===== config.mk =====
export PLATFORM = sky130hd
export DESIGN_NAME = lcd_driver_flat
export DESIGN_NICKNAME = d
export VERILOG_FILES = /design/src/rtl/lcd_pkg.sv /design/src/rtl/lcd_if.sv /design/src/rtl/lcd_timer.sv /design/src/rtl/lcd_driver.sv /design/src/flat_wrapper.sv
export SDC_FILE = /design/constraint.sdc
export NUM_CORES = 1
export LEC_CHECK = 0
export CAP_MARGIN = 30
export CORE_UTILIZATION = 42
export CTS_CLUSTER_SIZE = 12
export DETAILED_ROUTE_END_ITERATION = 16
export GPL_ROUTABILITY_DRIVEN = 0
export PLACE_DENSITY = 0.69
export SYNTH_ARGS = -nofsm -noshare
export SYNTH_HDL_FRONTEND = slang
export SYNTH_HIERARCHICAL = 1
export SYNTH_SLANG_ARGS = --single-unit

===== constraint.sdc =====
create_clock -name i_clk -period 3.6 [get_ports i_clk]
set_input_delay 0.36 -clock i_clk [delete_from_list [all_inputs] [get_ports i_clk]]
set_output_delay 0.36 -clock i_clk [all_outputs]
set_load 0.005 [all_outputs]

===== src/rtl/lcd_pkg.sv =====
// Shared constants and types for the HD44780 write sequencer.
// The LCD_INIT_EN macro adds the power-up and init states.
package lcd_pkg;

  localparam int LCD_BIT_ON = 31;
  localparam int LCD_BIT_GO = 10;
  localparam int LCD_BIT_RS = 9;

  localparam logic [7:0] OP_CLEAR    = 8'h01;
  localparam logic [7:0] OP_HOME     = 8'h02;
  localparam logic [7:0] OP_HOME_ALT = 8'h03;

  // 8-bit/2-line, display on, clear, entry mode increment
  localparam logic [0:3][7:0] INIT_CMDS = {8'h38, 8'h0C, 8'h01, 8'h06};

  typedef enum logic [2:0] {
    ST_IDLE,
    ST_SETUP,
    ST_PULSE,
    ST_HOLD,
`ifdef LCD_INIT_EN
    ST_WAIT,
    ST_PWRUP,
    ST_INIT
`else
    ST_WAIT
`endif
  } lcd_state_e;

  function automatic logic is_slow_cmd(input logic rs, input logic [7:0] data);
    return !rs && (data == OP_CLEAR || data == OP_HOME || data == OP_HOME_ALT);
  endfunction

  function automatic int unsigned max2(input int unsigned a, input int unsigned b);
    return (a > b) ? a : b;
  endfunction

endpackage


===== src/rtl/lcd_if.sv =====
// LSU-side command word plus LCD bus and status signals of the sequencer.
interface lcd_if;
  logic [31:0] i_io_lcd;
  logic [7:0]  o_lcd_data;
  logic        o_lcd_rs;
  logic        o_lcd_rw;
  logic        o_lcd_en;
  logic        o_lcd_on;
  logic        o_busy;
  logic        o_done_tgl;

  modport master (
    input  i_io_lcd,
    output o_lcd_data, o_lcd_rs, o_lcd_rw, o_lcd_en, o_lcd_on, o_busy, o_done_tgl
  );

  modport slave (
    output i_io_lcd,
    input  o_lcd_data, o_lcd_rs, o_lcd_rw, o_lcd_en, o_lcd_on, o_busy, o_done_tgl
  );
endinterface


===== src/rtl/lcd_timer.sv =====
// Loadable down-counter with zero flag; a load of N gives N+1 cycles until zero is seen.
module lcd_timer #(
  parameter int W = 8
) (
  input  logic         i_clk,
  input  logic         i_rst_n,
  input  logic         i_load,
  input  logic [W-1:0] i_load_val,
  output logic         o_zero
);

  logic [W-1:0] count;

  always_ff @(posedge i_clk or negedge i_rst_n) begin
    if (!i_rst_n) begin
      count <= '0;
    end else if (i_load) begin
      count <= i_load_val;
    end else if (count != '0) begin
      count <= count - 1'b1;
    end
  end

  assign o_zero = (count == '0);

endmodule


===== src/rtl/lcd_driver.sv =====
// HD44780 write sequencer: one GO toggle -> one timed bus write (setup, EN, hold, exec wait).
// Build with LCD_INIT_EN to run the power-up wait and init command sequence after reset.
//
// state | meaning
// IDLE  | waiting for a GO toggle, EN low, not busy
// SETUP | RS/DATA stable before EN rises
// PULSE | EN high
// HOLD  | RS/DATA held after EN falls
// WAIT  | controller execution time (long for clear/home)
// PWRUP | power-on delay before init (LCD_INIT_EN)
// INIT  | latch next init command (LCD_INIT_EN)
module lcd_driver
  import lcd_pkg::*;
#(
  parameter int unsigned T_SETUP      = 2,
  parameter int unsigned T_EN_HIGH    = 12,
  parameter int unsigned T_HOLD       = 1,
  parameter int unsigned T_EXEC       = 2000,
  parameter int unsigned T_CLEAR_EXEC = 82000,
  parameter int unsigned T_POWERUP    = 750000
) (
  input  logic i_clk,
  input  logic i_rst_n,
  lcd_if.master bus
);

  localparam int unsigned T_MAX = max2(max2(max2(T_SETUP, T_EN_HIGH), max2(T_HOLD, T_EXEC)),
                                       max2(T_CLEAR_EXEC, T_POWERUP));
  localparam int TW = $clog2(T_MAX) + 1;

  localparam logic [TW-1:0] LD_SETUP = TW'(T_SETUP - 1);
  localparam logic [TW-1:0] LD_PULSE = TW'(T_EN_HIGH - 1);
  localparam logic [TW-1:0] LD_HOLD  = TW'(T_HOLD - 1);
  localparam logic [TW-1:0] LD_EXEC  = TW'(T_EXEC - 1);
  localparam logic [TW-1:0] LD_CLEAR = TW'(T_CLEAR_EXEC - 1);
`ifdef LCD_INIT_EN
  localparam logic [TW-1:0] LD_PWRUP = TW'(T_POWERUP - 1);
`endif

  lcd_state_e    state;
  logic          go_acc;
  logic [7:0]    data_q;
  logic          rs_q;
  logic          en_q;
  logic          on_q;
  logic          busy_q;
  logic          done_q;
  logic          start;
  logic          tmr_load;
  logic [TW-1:0] tmr_val;
  logic          tmr_zero;
  logic          unused_io;

`ifdef LCD_INIT_EN
  logic       init_done;
  logic       in_init;
  logic [1:0] init_idx;
  assign start = (state == ST_IDLE) && init_done && (bus.i_io_lcd[LCD_BIT_GO] != go_acc);
`else
  assign start = (state == ST_IDLE) && (bus.i_io_lcd[LCD_BIT_GO] != go_acc);
`endif

  assign unused_io = ^{bus.i_io_lcd[30:11], bus.i_io_lcd[8]};

  always_comb begin
    tmr_load = 1'b0;
    tmr_val  = '0;
    case (state)
      ST_IDLE: begin
        if (start) begin
          tmr_load = 1'b1;
          tmr_val  = LD_SETUP;
        end
`ifdef LCD_INIT_EN
        else if (!init_done) begin
          tmr_load = 1'b1;
          tmr_val  = LD_PWRUP;
        end
`endif
      end
      ST_SETUP: begin
        tmr_load = tmr_zero;
        tmr_val  = LD_PULSE;
      end
      ST_PULSE: begin
        tmr_load = tmr_zero;
        tmr_val  = LD_HOLD;
      end
      ST_HOLD: begin
        tmr_load = tmr_zero;
        tmr_val  = is_slow_cmd(rs_q, data_q) ? LD_CLEAR : LD_EXEC;
      end
`ifdef LCD_INIT_EN
      ST_INIT: begin
        tmr_load = 1'b1;
        tmr_val  = LD_SETUP;
      end
`endif
      default: ;
    endcase
  end

  lcd_timer #(.W(TW)) u_timer (
    .i_clk      (i_clk),
    .i_rst_n    (i_rst_n),
    .i_load     (tmr_load),
    .i_load_val (tmr_val),
    .o_zero     (tmr_zero)
  );

  always_ff @(posedge i_clk or negedge i_rst_n) begin
    if (!i_rst_n) begin
      state  <= ST_IDLE;
      go_acc <= 1'b0;
      data_q <= '0;
      rs_q   <= 1'b0;
      en_q   <= 1'b0;
      on_q   <= 1'b0;
      busy_q <= 1'b0;
      done_q <= 1'b0;
`ifdef LCD_INIT_EN
      init_done <= 1'b0;
      in_init   <= 1'b0;
      init_idx  <= '0;
`endif
    end else begin
      on_q <= bus.i_io_lcd[LCD_BIT_ON];
      case (state)
        ST_IDLE: begin
          if (start) begin
            data_q <= bus.i_io_lcd[7:0];
            rs_q   <= bus.i_io_lcd[LCD_BIT_RS];
            go_acc <= bus.i_io_lcd[LCD_BIT_GO];
            busy_q <= 1'b1;
            state  <= ST_SETUP;
          end
`ifdef LCD_INIT_EN
          else if (!init_done) begin
            busy_q <= 1'b1;
            state  <= ST_PWRUP;
          end
`endif
        end
        ST_SETUP: begin
          if (tmr_zero) begin
            en_q  <= 1'b1;
            state <= ST_PULSE;
          end
        end
        ST_PULSE: begin
          if (tmr_zero) begin
            en_q  <= 1'b0;
            state <= ST_HOLD;
          end
        end
        ST_HOLD: begin
          if (tmr_zero) state <= ST_WAIT;
        end
        ST_WAIT: begin
          if (tmr_zero) begin
`ifdef LCD_INIT_EN
            if (in_init) begin
              if (init_idx == 2'd3) begin
                in_init   <= 1'b0;
                init_done <= 1'b1;
                busy_q    <= 1'b0;
                state     <= ST_IDLE;
              end else begin
                init_idx <= init_idx + 2'd1;
                state    <= ST_INIT;
              end
            end else begin
              busy_q <= 1'b0;
              done_q <= go_acc;
              state  <= ST_IDLE;
            end
`else
            busy_q <= 1'b0;
            done_q <= go_acc;
            state  <= ST_IDLE;
`endif
          end
        end
`ifdef LCD_INIT_EN
        ST_PWRUP: begin
          if (tmr_zero) begin
            in_init  <= 1'b1;
            init_idx <= '0;
            state    <= ST_INIT;
          end
        end
        // Init commands bypass go_acc so o_done_tgl only tracks software writes
        ST_INIT: begin
          data_q <= INIT_CMDS[init_idx];
          rs_q   <= 1'b0;
          state  <= ST_SETUP;
        end
`endif
        default: state <= ST_IDLE;
      endcase
    end
  end

  assign bus.o_lcd_data = data_q;
  assign bus.o_lcd_rs   = rs_q;
  assign bus.o_lcd_rw   = 1'b0;
  assign bus.o_lcd_en   = en_q;
  assign bus.o_lcd_on   = on_q;
  assign bus.o_busy     = busy_q;
  assign bus.o_done_tgl = done_q;

endmodule


===== src/flat_wrapper.sv =====
// flat-port wrapper written by rule: the top's interface ports become plain ports
module lcd_driver_flat import lcd_pkg::*;
#(
  parameter int unsigned T_SETUP      = 2,
  parameter int unsigned T_EN_HIGH    = 12,
  parameter int unsigned T_HOLD       = 1,
  parameter int unsigned T_EXEC       = 2000,
  parameter int unsigned T_CLEAR_EXEC = 82000,
  parameter int unsigned T_POWERUP    = 750000
)
  (i_clk, i_rst_n, bus_i_io_lcd, bus_o_lcd_data, bus_o_lcd_rs, bus_o_lcd_rw, bus_o_lcd_en, bus_o_lcd_on, bus_o_busy, bus_o_done_tgl);
  lcd_if bus_i ();
  input  logic i_clk;
  input  logic i_rst_n;
  input wire logic [$bits(bus_i.i_io_lcd)-1:0] bus_i_io_lcd;
  output wire logic [$bits(bus_i.o_lcd_data)-1:0] bus_o_lcd_data;
  output wire logic [$bits(bus_i.o_lcd_rs)-1:0] bus_o_lcd_rs;
  output wire logic [$bits(bus_i.o_lcd_rw)-1:0] bus_o_lcd_rw;
  output wire logic [$bits(bus_i.o_lcd_en)-1:0] bus_o_lcd_en;
  output wire logic [$bits(bus_i.o_lcd_on)-1:0] bus_o_lcd_on;
  output wire logic [$bits(bus_i.o_busy)-1:0] bus_o_busy;
  output wire logic [$bits(bus_i.o_done_tgl)-1:0] bus_o_done_tgl;
  assign bus_i.i_io_lcd = bus_i_io_lcd;
  assign bus_o_lcd_data = bus_i.o_lcd_data;
  assign bus_o_lcd_rs = bus_i.o_lcd_rs;
  assign bus_o_lcd_rw = bus_i.o_lcd_rw;
  assign bus_o_lcd_en = bus_i.o_lcd_en;
  assign bus_o_lcd_on = bus_i.o_lcd_on;
  assign bus_o_busy = bus_i.o_busy;
  assign bus_o_done_tgl = bus_i.o_done_tgl;
  lcd_driver #(.T_SETUP(T_SETUP), .T_EN_HIGH(T_EN_HIGH), .T_HOLD(T_HOLD), .T_EXEC(T_EXEC), .T_CLEAR_EXEC(T_CLEAR_EXEC), .T_POWERUP(T_POWERUP)) u_core (.i_clk(i_clk), .i_rst_n(i_rst_n), .bus(bus_i));
endmodule

==> impl_metrics.ini, run 1 <==
[grt]
use_met1_pct = 22.6
grt_pass1_wl_mm = 6.76
use_met3_pct = 5.11
busiest_layer = met2
grt_usage_pct = 16.9
grtUsageMet2_pct = 27.1
grt_max_degree = 39
gr-total-overflow = 0
grt_pass1_vias = 1471
antenna_found_initial = 0

[synthesis]
synth_edf_count = 0
synth_cells = 194
netlist-cell-type-count = 47
syn_area_sq_um = 2090
async_flop_share_pct = 100
yosysSeqAreaShare_pct = 45.4
synth_ff_type = dfrtp_1
ys_ff_latch = 38
yosysWarnings = 6
avgSynthCellArea_sq_um = 10.8

[final_layout]
area_growth_pct = 21.5
regMostFlops = u_core/u_timer/count
nets = 263
drive_gt1_share_pct = 15.4
nFillCells = 438
final_cell_mix = 38 x dfrtp_1, 24 x clkdlybuf4s50_1, 21 x nand2_1
diodes = 0
largest_reg_flops = 21
final_common_cell = dfrtp_1

[clock_network]
numCtsBuffers = 5
cts_tree = built
clkTransAtPathRegs_ps = 80
cts-htree-levels = 2
cts_resized = 0
clock_path_buffers = 2
clock_latency_ps = 290
root_buffer = clkbuf_8
post_cts_buffers = 0
holdBufCountCts = 0
clock-sinks = 38

[critical_path]
cp_data_arrival_time_ps = 3090
worstPathMaxFanout = 15
cp-start-kind = flop
crit_type = reg -> reg
worst_r2r_path_depth = 11
critPathCaptureType = flop
rr_endpoint = u_core/u_timer/count[6]$_DFFE_PN0P_
crit_required_ps = 3830
reg2reg_from = u_core/u_timer/count[0]$_DFFE_PN0P_
rrSetupSlack_ps = 740

[sta]
rsz0062_at_grt = no
setup_violations = 0
fin_crit_sh_pct = 79.5
slew_viol_final = 0
worstMarginPinSlew_ps = 824
setup_ws_ps = 737
fin_skew_ps = 2.61
relSlewSlack_pct = 45.1
fmax_ghz = 0.349
fin_crit_ps = 2860
hold_viol_final = 0
setup_tns_ps = 0

[routing]
viasPerCell = 5.01
dr.pass1.iters = 4
remaining_drc_errors = 0
via_count = 1477
ant_nets = 0
drt_iter0_drc = 82
wirelength_mm = 3.96
wl_per_cell_um = 13.4

[floorplan]
fp-row-count = 25
die_height_um = 72.6
io_pins = 48
die_w_um = 72.6
core_area_sq_um = 4750
die_area_sq_um = 5270
start_util_pct = 44.1

[place]
place_ws_ps = 742
hpwlAfterDp_mm = 2.79
io_buffer_count = 25

[job]
drv_cap = 0

[min_path]
hp-class = in -> async

[power_and_ir_drop]
ir_drop_uv = 239
power_density_nw_per_um2 = 554
p_leak_uw = 0.00108

[status]
status = complete, no violations
worst max-delay path by stage:
| stage | start | end | slack, ps | cells past startpoint |
|---|---|---|---|---|
| after detailed placement | u_core/u_timer/count[0]$_DFFE_PN0P_ | u_core/u_timer/count[6]$_DFFE_PN0P_ | 740 | 11 |
| after floorplan | u_core/u_timer/count[0]$_DFFE_PN0P_ | u_core/u_timer/count[6]$_DFFE_PN0P_ | 900 | 12 |
| after CTS | u_core/u_timer/count[0]$_DFFE_PN0P_ | u_core/u_timer/count[6]$_DFFE_PN0P_ | 720 | 11 |
| after global routing | u_core/u_timer/count[0]$_DFFE_PN0P_ | u_core/u_timer/count[6]$_DFFE_PN0P_ | 470 | 11 |
| final | u_core/u_timer/count[0]$_DFFE_PN0P_ | u_core/u_timer/count[6]$_DFFE_PN0P_ | 740 | 11 |
| after global placement | u_core/u_timer/count[0]$_DFFE_PN0P_ | u_core/u_timer/count[6]$_DFFE_PN0P_ | 790 | 11 |
Yosys cell counts, types with 2 or more instances:
cell type / n / area [sq um]
or4_4: 2 / 22.5
o31ai_1: 8 / 60.1
xnor2_1: 12 / 105
mux2_4: 6 / 90.1
buf_6: 2 / 22.5
buf_4: 2 / 15.0
o21ai_1: 3 / 15.0
nand4b_1: 2 / 17.5
ha_1: 2 / 25.0
or4_1: 3 / 22.5
xor2_1: 6 / 52.6
nand3_1: 2 / 10.0
nor3_1: 6 / 30.0
dfrtp_1: 38 / 951
a22o_1: 6 / 52.6
o41ai_1: 2 / 17.5
clkbuf_1: 4 / 15.0
nor2_1: 9 / 33.8
nand2_1: 21 / 78.8
o21ai_0: 6 / 30.0
and2_1: 2 / 12.5
inv_1: 6 / 22.5
mux2_2: 7 / 78.8
buf_2: 2 / 10.0
nor4b_4: 2 / 47.6
nor4_1: 5 / 31.3
nor2b_1: 2 / 12.5
nor3b_1: 2 / 15.0
o21a_1: 2 / 15.0
a21oi_1: 5 / 25.0
power by group:
group	leakage [uW]	total, uW	internal [uW]	switching (uW)
logic	0.000533	338	183	155
clock network	0.0000714	447	296	152
registers	0.000476	625	512	112
stage by stage:
stage | cell area [sq um] | total power [uW] | utilization, % | hold slack, ps | cells
finish | 2540 | 1410 | 53.5 | 165 | 295
global route | 2540 | 1500 | 53.5 | 252 | 295
CTS | 2540 | 1420 | 53.5 | 199 | 295
detailed placement | 2400 | 970 | 50.5 | 479 | 287
global placement | 2400 | 952 | 50.5 | 484 | 287
floorplan | 2130 | 877 | - | 64.4 | 204
per-layer routing:
layer	up-vias	routed length, um
met5	-	0
met3	4	182
li1	753	-
met4	0	29
met2	33	1840
met1	687	1910
worst max-delay path, cell delays in order, from the launching register on:
cell and delay [ps]:
dfrtp_1 420, inv_1 130, ha_1 180, or4b_1 500, nor4b_4 280, and2_1 360
o21ai_0 170, a21oi_2 230, buf_4 240, a21oi_1 60, o31ai_1 80, o21a_1 160
layout make-up:
cell class / count / area (sq um) / area share, %
Clock buffer: 6 / 82.6 / 3.24
Clock inverter: 2 / 60.1 / 2.36
Inverter: 6 / 22.5 / 0.885
Multi-Input combinational cell: 149 / 1080 / 42.6
Sequential cell: 38 / 951 / 37.4
Tap cell: 67 / 83.8 / 3.29
Timing Repair Buffer: 27 / 260 / 10.2
cell families (layout without fill, tap and decap cells):
| family | after synthesis | after routing | share of synthesized area, % |
|---|---|---|---|
| fa+ha+maj | 2 | 2 | 1.19 |
| buf+inv | 17 | 41 | 4.78 |
| other cells | 1 | 11 | 0.179 |
| mux | 13 | 13 | 8.06 |
| xor+xnor | 18 | 18 | 7.53 |
| compound gates | 39 | 39 | 12.9 |
| flops | 38 | 38 | 45.4 |
| simple gates | 66 | 66 | 20.0 |
No activity file was read; power rests on OpenSTA's default activity.
==> inputs of run 2 (changes only) <==
==> constraint.sdc (replaced) <==
create_clock -name i_clk -period 2.7 [get_ports i_clk]
set_input_delay 0.27 -clock i_clk [delete_from_list [all_inputs] [get_ports i_clk]]
set_output_delay 0.27 -clock i_clk [all_outputs]
set_load 0.005 [all_outputs]
==> run 2 against run 1 <==
  * Core utilization up 0.95 points
  * Critical path type unchanged
  * Worst setup slack lost 600 ps
  * Die area unchanged
  * Critical path depth fell by 1
  * Register-to-register slack lost 600 ps
  * Clock skew rose by 3.0 ps
  * Sequential share of layout area shrank 0.65 points
  * Combinational power is 37% higher
  * Via count up 1.5%
  * Global-route usage increased by 0.28 points
==> impl_metrics.ini, run 2 (synthesis gave the netlist of run 1 again) <==
[final_layout]
nFillCells = 437
final_common_cell = dfrtp_1
final_cell_mix = 38 x dfrtp_1, 24 x clkdlybuf4s50_1, 21 x nand2_1
diodes = 0
area_growth_pct = 23.7
drive_gt1_share_pct = 17.2
design_area_sq_um = 2590
regMostFlops = u_core/u_timer/count
nets = 268
fin_util_pct = 54.5
finalNonFillerCells = 300
largest_reg_flops = 21

[power_and_ir_drop]
pwr-share-seq_pct = 43.7
swShare_pct = 29.3
p_int_uw = 1340
power_density_nw_per_um2 = 731
clockPowerShare_pct = 31.8
ir_drop_uv = 298
power_switching_uw = 555
p_leak_uw = 0.00111
power_frac_comb_pct = 24.5

[critical_path]
worstPathCellList = inv_1 > ha_1 > or4b_1 > nor4b_4 > and2_1 > o21ai_0 > a21oi_2 > buf_6 > a211oi_1 > a21o_1
crit_buf_inv = 2
worstPathMaxFanout = 18
crit_required_ps = 2890
cpLargestDelayFamily = simple AND/OR/NAND/NOR gates
critPathCaptureType = flop
crit_type = reg -> reg
worstSetupStartpoint = u_core/u_timer/count[0]$_DFFE_PN0P_
critPathMaxStageDelay_ps = 490
cp_data_arrival_time_ps = 2750
slowest_stage = or4b_1
rr_endpoint = u_core/u_timer/count[15]$_DFFE_PN0P_
reg2reg_from = u_core/u_timer/count[0]$_DFFE_PN0P_
rrSetupSlack_ps = 130
worst_r2r_path_depth = 10
cp-start-kind = flop

[clock_network]
clock_path_buffers = 2
numCtsBuffers = 5
post_cts_buffers = 0
holdBufCountCts = 0
clock_latency_ps = 290
clock-sinks = 38
clkTransAtPathRegs_ps = 80
cts-htree-levels = 2
root_buffer = clkbuf_8
cts_tree = built

[sta]
fin_skew_ps = 5.62
setup_violations = 0
hold_slack_ps = 68.2
relSlewSlack_pct = 45.1
worstMarginPinSlew_ps = 824
hold_viol_final = 0
fin_crit_sh_pct = 95.0
fmax_ghz = 0.390
slew_viol_final = 0
fin_crit_ps = 2570
rsz0062_at_grt = yes

[grt]
grt_usage_pct = 17.2
grt_pass1_vias = 1489
grt_max_degree = 39
gr-total-overflow = 0
antenna_found_initial = 0
grt_pass1_wl_mm = 6.84

[status]
status = complete, no violations

[routing]
dr.pass1.iters = 4
wl_met3_um = 231
wirelength_mm = 3.89
drt_iter0_drc = 61
wl_per_cell_um = 13.0
via_count = 1499
remaining_drc_errors = 0
top_layer = met4
met1Wirelength_mm = 1.93
viasPerCell = 5.00
ant_nets = 0
wl_met2_mm = 1.68

[place]
place_inst = 292
hpwlAfterDp_mm = 2.69
io_buffer_count = 25
placed_area_sq_um = 2440

[floorplan]
core_area_sq_um = 4750
io_pins = 48
die_height_um = 72.6
die_area_sq_um = 5270
fp-row-count = 25
start_util_pct = 44.1
die_w_um = 72.6

[min_path]
hp-class = in -> async

[job]
drv_cap = 0
## run 2: cell count changes in the layout (fill, tap and decap cells not counted), sizes merged
cell	before	now
buf	3	8
## run 2: metal layers
metal,vias up,GRT usage [%]
li1,761,-
met2,36,26.0
met5,-,0
met1,696,23.0
met3,6,5.25
met4,0,6.97
## run 2: final cells by class
class	count	area, sq um	share of cell area [%]
repair buffers	32	305	11.8
clock buffers	6	82.6	3.19
inverters	6	22.5	0.870
well taps	67	83.8	3.24
multi-input cells	149	1080	41.9
flip-flops and latches	38	951	36.7
clock inverters	2	60.1	2.32
## run 2: power by group through the flow
stage                     sequential, uW  combinational, uW  clock, uW
final                                827                463        603
after global routing                 853                519        644
after CTS                            827                470        619
after detailed placement             835                471          0
after global placement               831                458          0
after floorplan                      809                360          0
## run 2: worst max path at each step
stage | slack [ps] | cells past startpoint | end
floorplan | 60 | 10 | u_core/u_timer/count[11]$_DFFE_PN0P_
global placement | 150 | 10 | u_core/u_timer/count[15]$_DFFE_PN0P_
detailed placement | 110 | 10 | u_core/u_timer/count[15]$_DFFE_PN0P_
CTS | 110 | 10 | u_core/u_timer/count[15]$_DFFE_PN0P_
global route | -20 | 10 | u_core/u_timer/count[15]$_DFFE_PN0P_
finish | 130 | 10 | u_core/u_timer/count[15]$_DFFE_PN0P_
## run 2: stage by stage
step	worst slack [ps]	power, uW	TNS [ps]
CTS	109	1920	0
finish	134	1890	0
global route	-17.9	2020	-24.6
detailed placement	114	1310	0
floorplan	60.6	1170	0
global placement	150	1290	0
## run 2: timing repair
action / in CTS / in global routing
setup endpoints to repair: 0 / 1
resized for setup: 0 / 2
endpoints found under the hold margin: 0 / 0
